===== config.mk =====
export PLATFORM = sky130hd
export DESIGN_NAME = sprite_animator_flat
export DESIGN_NICKNAME = d
export VERILOG_FILES = /design/src/rtl/sprite_animator_pkg.sv /design/src/rtl/sprite_animator_if.sv /design/src/rtl/sprite_animator_xform.sv /design/src/rtl/sprite_animator.sv /design/src/flat_wrapper.sv
export SDC_FILE = /design/constraint.sdc
export NUM_CORES = 1
export LEC_CHECK = 0
export ABC_AREA = 0
export CAP_MARGIN = 15
export CORE_ASPECT_RATIO = 2
export CORE_MARGIN = 4
export CORE_UTILIZATION = 36
export DETAILED_ROUTE_END_ITERATION = 8
export GPL_TIMING_DRIVEN = 0
export RECOVER_POWER = 25
export SYNTH_ARGS = -nofsm -noshare
export SYNTH_HDL_FRONTEND = slang
export SYNTH_HIERARCHICAL = 1
export SYNTH_SLANG_ARGS = --single-unit

===== constraint.sdc =====
create_clock -name clk -period 11.9 [get_ports clk]
set_clock_uncertainty 0.15 [all_clocks]
set_input_delay 1.785 -clock clk [delete_from_list [all_inputs] [get_ports clk]]
set_output_delay 1.785 -clock clk [all_outputs]
set_load 0.005 [all_outputs]

===== src/rtl/sprite_animator_pkg.sv =====
// Shared screen geometry, sequencer state encoding and the player-2 tint
// used by the sprite engine.
package sprite_animator_pkg;

   localparam int          SCR_W       = 96;
   localparam int          SCR_H       = 64;
   localparam logic [15:0] TRANSPARENT = 16'hFFFF;

   typedef enum logic {
      SEQ_PLAY = 1'b0,
      SEQ_HOLD = 1'b1
   } seq_state_e;

   // Halve the green channel of an RGB565 pixel; the transparent key is never altered.
   function automatic logic [15:0] tint_rgb565(input logic [15:0] c, input logic en);
      logic [15:0] r;
      r = c;
      if (en && (c != TRANSPARENT)) begin
         r[10:5] = {1'b0, c[10:6]};
      end
      return r;
   endfunction

endpackage


===== src/rtl/sprite_animator_if.sv =====
// Control, scan and ROM signals between one sprite engine and its surroundings.
interface sprite_animator_if #(
   parameter int NUM_ANIM   = 4,
   parameter int MAX_FRAMES = 4,
   parameter int SPR_W      = 32,
   parameter int SPR_H      = 32
);
   localparam int ANIM_W  = (NUM_ANIM > 1) ? $clog2(NUM_ANIM) : 1;
   localparam int FRAME_W = (MAX_FRAMES > 1) ? $clog2(MAX_FRAMES) : 1;
   localparam int AW      = $clog2(NUM_ANIM * MAX_FRAMES * SPR_W * SPR_H);

   logic               frame_tick;
   logic [ANIM_W-1:0]  anim_sel;
   logic               anim_start;
   logic [6:0]         x;
   logic [6:0]         y;
   logic               mirror;
   logic               modify_col;
   logic [12:0]        pixel_index;
   logic               pix_valid;
   logic [AW-1:0]      rom_addr;
   logic [15:0]        rom_data;
   logic [15:0]        oled_colour;
   logic               colour_valid;
   logic [ANIM_W-1:0]  cur_anim;
   logic [FRAME_W-1:0] cur_frame;
   logic               anim_done;

   modport master (
      output frame_tick, anim_sel, anim_start, x, y, mirror, modify_col,
             pixel_index, pix_valid, rom_data,
      input  rom_addr, oled_colour, colour_valid, cur_anim, cur_frame, anim_done
   );

   modport slave (
      input  frame_tick, anim_sel, anim_start, x, y, mirror, modify_col,
             pixel_index, pix_valid, rom_data,
      output rom_addr, oled_colour, colour_valid, cur_anim, cur_frame, anim_done
   );

endinterface


===== src/rtl/sprite_animator_xform.sv =====
// Combinational scan-to-sprite mapping: translate, optional horizontal mirror,
// box test and sprite-ROM address for the current (anim, frame).
module sprite_xform
   import sprite_animator_pkg::*;
#(
   parameter int MAX_FRAMES = 4,
   parameter int SPR_W      = 32,
   parameter int SPR_H      = 32,
   parameter int ANIM_W     = 2,
   parameter int FRAME_W    = 2,
   parameter int AW         = 14
) (
   input  logic [12:0]        i_pixel_index,
   input  logic [6:0]         i_x,
   input  logic [6:0]         i_y,
   input  logic               i_mirror,
   input  logic [ANIM_W-1:0]  i_anim,
   input  logic [FRAME_W-1:0] i_frame,
   output logic               o_in_box,
   output logic [AW-1:0]      o_addr
);

   localparam logic signed [13:0] HALF_W  = 14'(SPR_W / 2);
   localparam logic signed [13:0] HALF_H  = 14'(SPR_H / 2);
   localparam logic signed [13:0] LAST_X  = 14'(SPR_W - 1);
   localparam logic signed [13:0] BOX_W   = 14'(SPR_W);
   localparam logic signed [13:0] BOX_H   = 14'(SPR_H);

   logic [12:0]        w_row;
   logic [12:0]        w_col;
   logic signed [13:0] w_sx_raw;
   logic signed [13:0] w_sx;
   logic signed [13:0] w_sy;
   logic [31:0]        w_base;
   logic [31:0]        w_off;

   assign w_row    = i_pixel_index / 13'(SCR_W);
   assign w_col    = i_pixel_index - (w_row * 13'(SCR_W));

   // Sprite centre maps to (SPR_W/2, SPR_H/2) in sprite coordinates.
   assign w_sx_raw = $signed({1'b0, w_col}) - $signed({7'd0, i_x}) + HALF_W;
   assign w_sy     = $signed({1'b0, w_row}) - $signed({7'd0, i_y}) + HALF_H;
   assign w_sx     = i_mirror ? (LAST_X - w_sx_raw) : w_sx_raw;

   assign o_in_box = (w_sx >= 0) && (w_sx < BOX_W) && (w_sy >= 0) && (w_sy < BOX_H);

   assign w_base   = 32'((32'(i_anim) * MAX_FRAMES + 32'(i_frame)) * SPR_W * SPR_H);
   assign w_off    = 32'(w_sy) * SPR_W + 32'(w_sx);
   assign o_addr   = o_in_box ? AW'(w_base + w_off) : '0;

endmodule


===== src/rtl/sprite_animator.sv =====
// Per-fighter sprite engine: tick-driven animation sequencer feeding a
// one-pixel-per-cycle address / ROM / tint pipeline.
module sprite_animator
   import sprite_animator_pkg::*;
#(
   parameter int                    NUM_ANIM   = 4,
   parameter int                    MAX_FRAMES = 4,
   parameter logic [3*NUM_ANIM-1:0] ANIM_LEN   = {3'd3, 3'd3, 3'd3, 3'd2},
   parameter logic [NUM_ANIM-1:0]   ANIM_LOOP  = 4'b0001,
   parameter int                    SPR_W      = 32,
   parameter int                    SPR_H      = 32,
   parameter int                    ROM_LAT    = 1
) (
   input  logic               clk,
   input  logic               reset,
   sprite_animator_if.slave   bus
);

   localparam int ANIM_W  = (NUM_ANIM > 1) ? $clog2(NUM_ANIM) : 1;
   localparam int FRAME_W = (MAX_FRAMES > 1) ? $clog2(MAX_FRAMES) : 1;
   localparam int AW      = $clog2(NUM_ANIM * MAX_FRAMES * SPR_W * SPR_H);

   seq_state_e         r_state, w_state_nxt;
   logic [ANIM_W-1:0]  r_cur_anim, w_anim_nxt;
   logic [ANIM_W-1:0]  r_blk_sel, w_blk_sel_nxt;
   logic [FRAME_W-1:0] r_cur_frame, w_frame_nxt;
   logic               r_anim_done, w_done_nxt;
   logic               r_blocked, w_blocked_nxt;
   logic               w_blocked_now;
   logic               w_req;
   logic [2:0]         w_len;
   logic               w_loop;

   logic               w_in_box;
   logic [AW-1:0]      w_addr;
   logic               r_vld_p1;
   logic               r_inbox_p1;
   logic [AW-1:0]      r_addr_p1;
   logic               r_vld_p2   [ROM_LAT];
   logic               r_inbox_p2 [ROM_LAT];
   logic               r_vld_p3;
   logic [15:0]        r_colour_p3;

   // After a one-shot falls back to idle, the still-asserted old anim_sel must
   // not restart it; r_blocked remembers that until anim_sel moves or a start.
   always_comb begin
      w_len         = ANIM_LEN[3*int'(r_cur_anim) +: 3];
      w_loop        = ANIM_LOOP[r_cur_anim];
      w_blocked_now = r_blocked && (bus.anim_sel == r_blk_sel);
      w_req         = bus.anim_start || ((bus.anim_sel != r_cur_anim) && !w_blocked_now);
      w_state_nxt   = r_state;
      w_anim_nxt    = r_cur_anim;
      w_frame_nxt   = r_cur_frame;
      w_done_nxt    = 1'b0;
      w_blocked_nxt = w_blocked_now && !w_req;
      w_blk_sel_nxt = r_blk_sel;
      if (w_req) begin
         w_anim_nxt  = bus.anim_sel;
         w_frame_nxt = '0;
         w_state_nxt = SEQ_PLAY;
      end else if (bus.frame_tick) begin
         unique case (r_state)
            SEQ_PLAY: begin
               if (int'(r_cur_frame) < int'(w_len) - 1) begin
                  w_frame_nxt = r_cur_frame + FRAME_W'(1);
               end else if (w_loop) begin
                  w_frame_nxt = '0;
               end else begin
                  w_state_nxt = SEQ_HOLD;
               end
            end
            SEQ_HOLD: begin
               w_anim_nxt    = '0;
               w_frame_nxt   = '0;
               w_state_nxt   = SEQ_PLAY;
               w_done_nxt    = 1'b1;
               w_blocked_nxt = 1'b1;
               w_blk_sel_nxt = r_cur_anim;
            end
            default: ;
         endcase
      end
   end

   always_ff @(posedge clk) begin
      if (reset) begin
         r_state     <= SEQ_PLAY;
         r_cur_anim  <= '0;
         r_cur_frame <= '0;
         r_anim_done <= 1'b0;
         r_blocked   <= 1'b0;
         r_blk_sel   <= '0;
      end else begin
         r_state     <= w_state_nxt;
         r_cur_anim  <= w_anim_nxt;
         r_cur_frame <= w_frame_nxt;
         r_anim_done <= w_done_nxt;
         r_blocked   <= w_blocked_nxt;
         r_blk_sel   <= w_blk_sel_nxt;
      end
   end

   sprite_xform #(
      .MAX_FRAMES (MAX_FRAMES),
      .SPR_W      (SPR_W),
      .SPR_H      (SPR_H),
      .ANIM_W     (ANIM_W),
      .FRAME_W    (FRAME_W),
      .AW         (AW)
   ) u_xform (
      .i_pixel_index (bus.pixel_index),
      .i_x           (bus.x),
      .i_y           (bus.y),
      .i_mirror      (bus.mirror),
      .i_anim        (r_cur_anim),
      .i_frame       (r_cur_frame),
      .o_in_box      (w_in_box),
      .o_addr        (w_addr)
   );

   // S1: ROM address register
   always_ff @(posedge clk) begin
      if (reset) begin
         r_vld_p1  <= 1'b0;
         r_addr_p1 <= '0;
      end else begin
         r_vld_p1  <= bus.pix_valid;
         r_addr_p1 <= w_addr;
      end
      r_inbox_p1 <= w_in_box;
   end

   // ROM: qualifiers ride alongside the ROM_LAT-cycle read
   always_ff @(posedge clk) begin
      r_inbox_p2[0] <= r_inbox_p1;
      for (int i = 1; i < ROM_LAT; i++) begin
         r_inbox_p2[i] <= r_inbox_p2[i-1];
      end
      if (reset) begin
         for (int i = 0; i < ROM_LAT; i++) begin
            r_vld_p2[i] <= 1'b0;
         end
      end else begin
         r_vld_p2[0] <= r_vld_p1;
         for (int i = 1; i < ROM_LAT; i++) begin
            r_vld_p2[i] <= r_vld_p2[i-1];
         end
      end
   end

   // S2: colour register
   always_ff @(posedge clk) begin
      if (reset) begin
         r_vld_p3    <= 1'b0;
         r_colour_p3 <= TRANSPARENT;
      end else begin
         r_vld_p3    <= r_vld_p2[ROM_LAT-1];
         r_colour_p3 <= r_inbox_p2[ROM_LAT-1] ? tint_rgb565(bus.rom_data, bus.modify_col)
                                              : TRANSPARENT;
      end
   end

   assign bus.rom_addr     = r_addr_p1;
   assign bus.oled_colour  = r_colour_p3;
   assign bus.colour_valid = r_vld_p3;
   assign bus.cur_anim     = r_cur_anim;
   assign bus.cur_frame    = r_cur_frame;
   assign bus.anim_done    = r_anim_done;

endmodule


===== src/flat_wrapper.sv =====
// flat-port wrapper written by rule: the top's interface ports become plain ports
module sprite_animator_flat import sprite_animator_pkg::*;
#(
   parameter int                    NUM_ANIM   = 4,
   parameter int                    MAX_FRAMES = 4,
   parameter logic [3*NUM_ANIM-1:0] ANIM_LEN   = {3'd3, 3'd3, 3'd3, 3'd2},
   parameter logic [NUM_ANIM-1:0]   ANIM_LOOP  = 4'b0001,
   parameter int                    SPR_W      = 32,
   parameter int                    SPR_H      = 32,
   parameter int                    ROM_LAT    = 1
)
  (clk, reset, bus_frame_tick, bus_anim_sel, bus_anim_start, bus_x, bus_y, bus_mirror, bus_modify_col, bus_pixel_index, bus_pix_valid, bus_rom_data, bus_rom_addr, bus_oled_colour, bus_colour_valid, bus_cur_anim, bus_cur_frame, bus_anim_done);
  sprite_animator_if #(.NUM_ANIM(NUM_ANIM), .MAX_FRAMES(MAX_FRAMES), .SPR_W(SPR_W), .SPR_H(SPR_H)) bus_i ();
  input  logic clk;
  input  logic reset;
  input wire logic [$bits(bus_i.frame_tick)-1:0] bus_frame_tick;
  input wire logic [$bits(bus_i.anim_sel)-1:0] bus_anim_sel;
  input wire logic [$bits(bus_i.anim_start)-1:0] bus_anim_start;
  input wire logic [$bits(bus_i.x)-1:0] bus_x;
  input wire logic [$bits(bus_i.y)-1:0] bus_y;
  input wire logic [$bits(bus_i.mirror)-1:0] bus_mirror;
  input wire logic [$bits(bus_i.modify_col)-1:0] bus_modify_col;
  input wire logic [$bits(bus_i.pixel_index)-1:0] bus_pixel_index;
  input wire logic [$bits(bus_i.pix_valid)-1:0] bus_pix_valid;
  input wire logic [$bits(bus_i.rom_data)-1:0] bus_rom_data;
  output wire logic [$bits(bus_i.rom_addr)-1:0] bus_rom_addr;
  output wire logic [$bits(bus_i.oled_colour)-1:0] bus_oled_colour;
  output wire logic [$bits(bus_i.colour_valid)-1:0] bus_colour_valid;
  output wire logic [$bits(bus_i.cur_anim)-1:0] bus_cur_anim;
  output wire logic [$bits(bus_i.cur_frame)-1:0] bus_cur_frame;
  output wire logic [$bits(bus_i.anim_done)-1:0] bus_anim_done;
  assign bus_i.frame_tick = bus_frame_tick;
  assign bus_i.anim_sel = bus_anim_sel;
  assign bus_i.anim_start = bus_anim_start;
  assign bus_i.x = bus_x;
  assign bus_i.y = bus_y;
  assign bus_i.mirror = bus_mirror;
  assign bus_i.modify_col = bus_modify_col;
  assign bus_i.pixel_index = bus_pixel_index;
  assign bus_i.pix_valid = bus_pix_valid;
  assign bus_i.rom_data = bus_rom_data;
  assign bus_rom_addr = bus_i.rom_addr;
  assign bus_oled_colour = bus_i.oled_colour;
  assign bus_colour_valid = bus_i.colour_valid;
  assign bus_cur_anim = bus_i.cur_anim;
  assign bus_cur_frame = bus_i.cur_frame;
  assign bus_anim_done = bus_i.anim_done;
  sprite_animator #(.NUM_ANIM(NUM_ANIM), .MAX_FRAMES(MAX_FRAMES), .ANIM_LEN(ANIM_LEN), .ANIM_LOOP(ANIM_LOOP), .SPR_W(SPR_W), .SPR_H(SPR_H), .ROM_LAT(ROM_LAT)) u_core (.clk(clk), .reset(reset), .bus(bus_i));
endmodule

==> metrics.md <==
| Metric | Value |
|---|---|
| Run status | `finished, final reports clean` |
| Mapped Nets | `approximately 650` |
| Slew margin rel. | `0.527` |
| Global-route wire length before repair | `roughly 17 mm` |
| Critical Path Source Type | `primary input` |
| Setup TNS | `0 ns` |
| Final Wtd Congestion | `0.841` |
| Sequential cell area fraction in the yosys report | `0.199` |
| Post-Syn Instances | `535` |
| I/O pin count | `88` |
| Max incr delay on CP | `0.58 ns` |
| Vias in the first global route | `roughly 4000` |
| FMAX | `97.9 MHz` |
| Largest net degree at the start of global routing | `14` |
| Worst endpoint required time | `11.90 ns` |
| Post-CTS resize count | `0` |
| Layout cell share with drive strength beyond 1 | `0.0652` |
| N_diodes | `0` |
| Post-route cell area | `roughly 5600 sq um` |
| Post-layout net count | `about 750` |
| Count of cell types in the netlist | `67` |
| Clock latency on the worst-skew pair | `0.28 ns` |
| Hold crit path type | `flop to flop` |
| DRT iter0 DRCs | `56` |
| TritonCTS Buffers | `5` |
| P_int | `824 uW` |
| P_sw | `~900 uW` |
| H-tree depth | `2` |
| Synth Register Bits | `44` |
| Post-Route WL | `10.5 mm` |
| Area Overhead vs Synth | `26.9%` |
| Peak VDD IR | `~0.16 mV` |
| Async SR Flop Fraction | `0` |
| Dpl cell area | `approximately 5500 sq um` |
| Final Hold Fails | `0` |
| Grt ovf | `0` |
| Share of total power in combinational logic | `0.833` |
| Clock tree buffer depth | `2` |
| CTS Sinks | `44` |
| Ys Warns | `6` |
| Ys flop type | `dfxtp_1` |
| Worst path arrival time | `10.22 ns` |
| Total Power | `between 1.5 and 2 mW` |
| Fin. max-slew vios | `0` |
| Hold buffer count at cts | `0` |
| Drt via density | `a little over 5` |
| Post-synth EDFFs | `0` |
| Most frequent cells in the layout | `73 x clkdlybuf4s50_1, 69 x inv_1, 58 x ha_1` |
| Critical path's slowest cell | `o21ai_1` |
| Routed Antenna Nets | `0` |
| Tcrit/Tclk final | `0.858` |
| Setup CP Type | `primary input to flop` |
| Port bufs | `86` |
| HPWL Detailed | `9.08 mm` |
| Synth Cell Area | `4430 sq um` |
| Max cap viols | `0` |
| Syn avg cell area | `8.28 sq um` |
| Vias | `3981` |
| Cell Pwr Density | `between 300 and 400 nW/um^2` |
| CP Capture Type | `flop` |
| Initial antenna violation count | `0` |
| Clk network pwr share | `0.079` |
| TritonCTS clock tree | `done` |
| Starting density of the core | `0.366` |
| Setup violators final | `0` |
| Max FO, Critical Path | `10` |
| Min cycle time layout | `roughly 10 ns` |
| Die Width | `86.5 microns` |
| Cell row count | `57` |
| Sw Share | `0.516` |
| DRT Pass-1 Iters | `4` |
| Leakage | `2.38 nW` |
| Avg WL per Cell | `13.5 microns` |
| Sequential Power Share | `0.088` |
| Drc violations | `0` |
| Post-CTS Setup Repair Bufs | `0` |
| Core ar. | `12100 sq um` |
| Root Buffer | `clkbuf_16` |
| Clock Pin Slew Worst Setup and Hold Paths | `0.06 ns` |
| Worst-margin pin slew | `0.705 ns` |
| Commonest non-fill, non-tap cell in the layout | `clkdlybuf4s50_1` |
| Die Y | `between 150 and 200 microns` |
| Die area | `14300 sq um` |
| Total GRT Usage | `0.149` |
| Unrepaired setup endpoints after global routing | `false` |
## cells in the mapped netlist (7+ instances only)
master | instances | area (sq um)
inv_1 | 69 | 259
ha_1 | 58 | 726
dfxtp_1 | 44 | 881
nor2_1 | 31 | 116
xnor2_1 | 30 | 263
nand2b_1 | 29 | 181
nor2b_1 | 28 | 175
nand2_1 | 26 | 97.6
o21ai_0 | 25 | 125
a21oi_1 | 24 | 120
xor2_1 | 14 | 123
mux2i_1 | 11 | 110
fa_1 | 9 | 180
nor4_2 | 9 | 113
clkbuf_1 | 8 | 30.0
o21ai_1 | 8 | 40.0
a21o_1 | 7 | 52.6
nor4_1 | 7 | 43.8
## cell type report
cell class | instances | area [sq um]
buffer | 13 | 62.6
clock buffer | 6 | 139
clock inverter | 2 | 10.0
fill | 1208 | 6500
inverter | 69 | 259
multi-input combinational | 409 | 3230
sequential | 44 | 881
tap | 147 | 184
timing repair buffer | 86 | 861
## logic make-up (layout without fill, tap and decap cells)
logic type,after synthesis,after routing,share of synthesized area
and+or+nand+nor,175,175,0.238
AOI/OAI and AO/OA,110,110,0.169
buffers and inverters,82,176,0.0726
adders and majority gates,67,67,0.204
xor gates and xnor gates,44,44,0.0870
DFF,44,44,0.199
muxes,13,13,0.0299
## metal layers
| metal | up-vias | GRT usage | part of all wire |
|---|---|---|---|
| li1 | 2033 | - | - |
| met1 | 1833 | 0.134 | 0.35 |
| met2 | 96 | 0.316 | 0.58 |
| met3 | 19 | 0.0115 | 0.043 |
| met4 | 0 | 0.0652 | 0.034 |
| met5 | - | 0 | 0 |
## critical path: cells and delay by family
family                     cells  cell delay [ns]
muxes                          1             0.16
buffers and inverters          7             1.54
adders and majority gates      6             2.18
AOI/OAI and AO/OA              9             2.05
and+or+nand+nor               13             1.81
xor gates and xnor gates       3             0.67
## path summary, 6_finish.rpt
| kind | from | end | slack [ns] | cells after the start |
|---|---|---|---|---|
| max | bus_pixel_index[11] | u_core/bus.rom_addr[13]$_SDFF_PP0_ | 1.69 | 39 |
| min | u_core/r_inbox_p1$_DFF_P_ | u_core/r_inbox_p2[0]$_DFF_P_ | 0.18 | 0 |
| max reg2reg | u_core/bus.cur_frame[0]$_SDFFE_PP0P_ | u_core/bus.rom_addr[13]$_SDFF_PP0_ | 9.32 | 10 |
| min reg2reg | u_core/r_inbox_p1$_DFF_P_ | u_core/r_inbox_p2[0]$_DFF_P_ | 0.18 | 0 |
## power groups by stage
stage | clock network [mW] | registers [mW] | logic [mW]
global route | 0.146 | 0.150 | 1.61
CTS | 0.140 | 0.150 | 1.44
finish | 0.135 | 0.150 | 1.42
floorplan | 0 | 0.153 | 1.16
global placement | 0 | 0.153 | 1.39
detailed placement | 0 | 0.153 | 1.42
## state kept, by name, indices dropped and copies added (netlist names)
register	count
u_core/bus.cur_frame	2
u_core/r_blk_sel	2
u_core/bus.cur_anim	2
u_core/r_inbox_p2	1
u_core/r_vld_p2	1
u_core/bus.oled_colour	16
u_core/r_state	1
u_core/bus.colour_valid	1
u_core/r_vld_p1	1
u_core/bus.rom_addr	14
u_core/bus.anim_done	1
u_core/r_blocked	1
u_core/r_inbox_p1	1
## through the flow
step,hold slack [ns],utilization,instances,worst slack (ns)
after detailed placement,0.169,0.452,768,1.39
final,0.184,0.464,776,1.69
after global placement,0.162,0.452,768,1.56
after global routing,0.205,0.464,776,0.956
after CTS,0.186,0.464,776,1.66
after floorplan,0.160,-,535,2.90
Power figures use the tool's default switching activity.
==> edit, RTL diff (same settings) <==
`ROM_LAT` is set to 1 in 2 places; all go to 2.
--- a/src/rtl/sprite_animator.sv
+++ b/src/rtl/sprite_animator.sv
@@ -11,3 +11,3 @@
    parameter int                    SPR_H      = 32,
-   parameter int                    ROM_LAT    = 1
+   parameter int                    ROM_LAT    = 2
 ) (
--- a/src/flat_wrapper.sv
+++ b/src/flat_wrapper.sv
@@ -9,3 +9,3 @@
    parameter int                    SPR_H      = 32,
-   parameter int                    ROM_LAT    = 1
+   parameter int                    ROM_LAT    = 2
 )
Formal check against the unedited RTL: not equivalent (Yosys sat finds a counterexample within 4 cycles, from zero or initial values and one cycle with reset high).
==> edit against the unedited design <==
Clock power is 4% lower. Die area is 0.97% higher. Total power is 0.68% higher. Sequential cell count is 2 higher. Area after synthesis is 1.0% higher. Design area is 0.53% higher. Setup slack worse by 23 ps. Synthesized cell count is 0.56% higher. Sequential share of layout area is 0.62 points higher. Hold slack worse by 9.0 ps. Routed wire length is 2.6% higher. Critical path type unchanged. Largest cell class unchanged. Highest routed layer unchanged.
==> edit: results <==
set metrics [dict create \
    status "complete, no violations" \
    grtUsageTotal 0.151 \
    layout-drive-gt1-share 0.0602 \
    yosysSeqAreaShare 0.206 \
    ys_top_cells_by_count "inv_1 (69), ha_1 (58), dfxtp_1 (46)" \
    peakVddDrop_v 0.000207 \
    hpwl_um 9410 \
    grt_pass1_vias 4116 \
    hold_depth 0 \
    slowest_delay_ps 560 \
    ff2ff_setup_slack_ps 9340 \
    yosys_warnings 6 \
    leakagePower_nw 2.41 \
    drt_wl_total_um 10800 \
    hold_path_class "reg2reg" \
    crit_arrival_ps 10310 \
    first_iter_violations 40 \
    synthTopCellsByArea "dfxtp_1 (21%), ha_1 (16%), xnor2_1 (5.9%), inv_1 (5.8%), nand2b_1 (4.1%)" \
    hold_end "u_core/r_inbox_p2[0][0]$_DFF_P_" \
    grt_pass1_wl_um 18000 \
    place.gp.congestion 0.808 \
    syn_nets 657 \
    grt_max_degree 13 \
    placed_area_um2 5520 \
    place_inst 771 \
    rr_endpoint "u_core/bus.rom_addr[13]$_SDFF_PP0_" \
    relSlewSlack 0.545 \
    r2r_start "u_core/bus.cur_frame[0]$_SDFFE_PP0P_" \
    avgViaCountPerCell 5.11 \
    layout.nets 750 \
    netlist_instances 538 \
]
[edit: layout make-up]
class,instances,area (um^2)
Buffer,13,62.6
Clock buffer,7,133
Fill cell,1197,6540
Inverter,69,259
Multi-Input combinational cell,410,3240
Sequential cell,46,921
Tap cell,147,184
Timing Repair Buffer,86,861
[edit: logic make-up (layout without fill, tap and decap cells)]
group | Yosys count | in the layout | share of synthesized area
adder cells (fa/ha/maj) | 67 | 67 | 0.202
XOR/XNOR | 44 | 44 | 0.0861
flip-flops | 46 | 46 | 0.206
buffers and inverters | 82 | 175 | 0.0718
AO/OA/AOI/OAI | 110 | 110 | 0.168
AND/OR/NAND/NOR | 176 | 176 | 0.237
multiplexers | 13 | 13 | 0.0296
[edit: per-stage QoR]
step                hold WS, ps  setup slack (ps)  power [mW]
CTS                         178              1640        1.74
finish                      175              1660        1.71
global route                185               945        1.91
global placement            163              1540        1.56
detailed placement          162              1350        1.60
floorplan                   160              2910        1.32
[edit: routing by layer]
metal	routed length, um	GRT usage	vias up
li1	-	-	2041
met4	157	0.0421	0
met1	3580	0.134	1845
met5	0	0	-
met2	6550	0.328	79
met3	466	0.0124	9
[edit: worst max path at each step]
stage | end | slack (ps)
after floorplan | u_core/bus.rom_addr[13]$_SDFF_PP0_ | 2910
after global placement | u_core/bus.rom_addr[13]$_SDFF_PP0_ | 1540
after detailed placement | u_core/bus.rom_addr[13]$_SDFF_PP0_ | 1350
after CTS | u_core/bus.rom_addr[13]$_SDFF_PP0_ | 1640
after global routing | u_core/bus.rom_addr[13]$_SDFF_PP0_ | 950
final | u_core/bus.rom_addr[13]$_SDFF_PP0_ | 1660
[edit: power breakdown]
part	switching (mW)	internal (mW)	leakage, nW
clock network	0.0524	0.0768	0.0640
registers	0.00149	0.155	0.372
logic	0.833	0.594	1.97
total	0.887	0.826	2.41
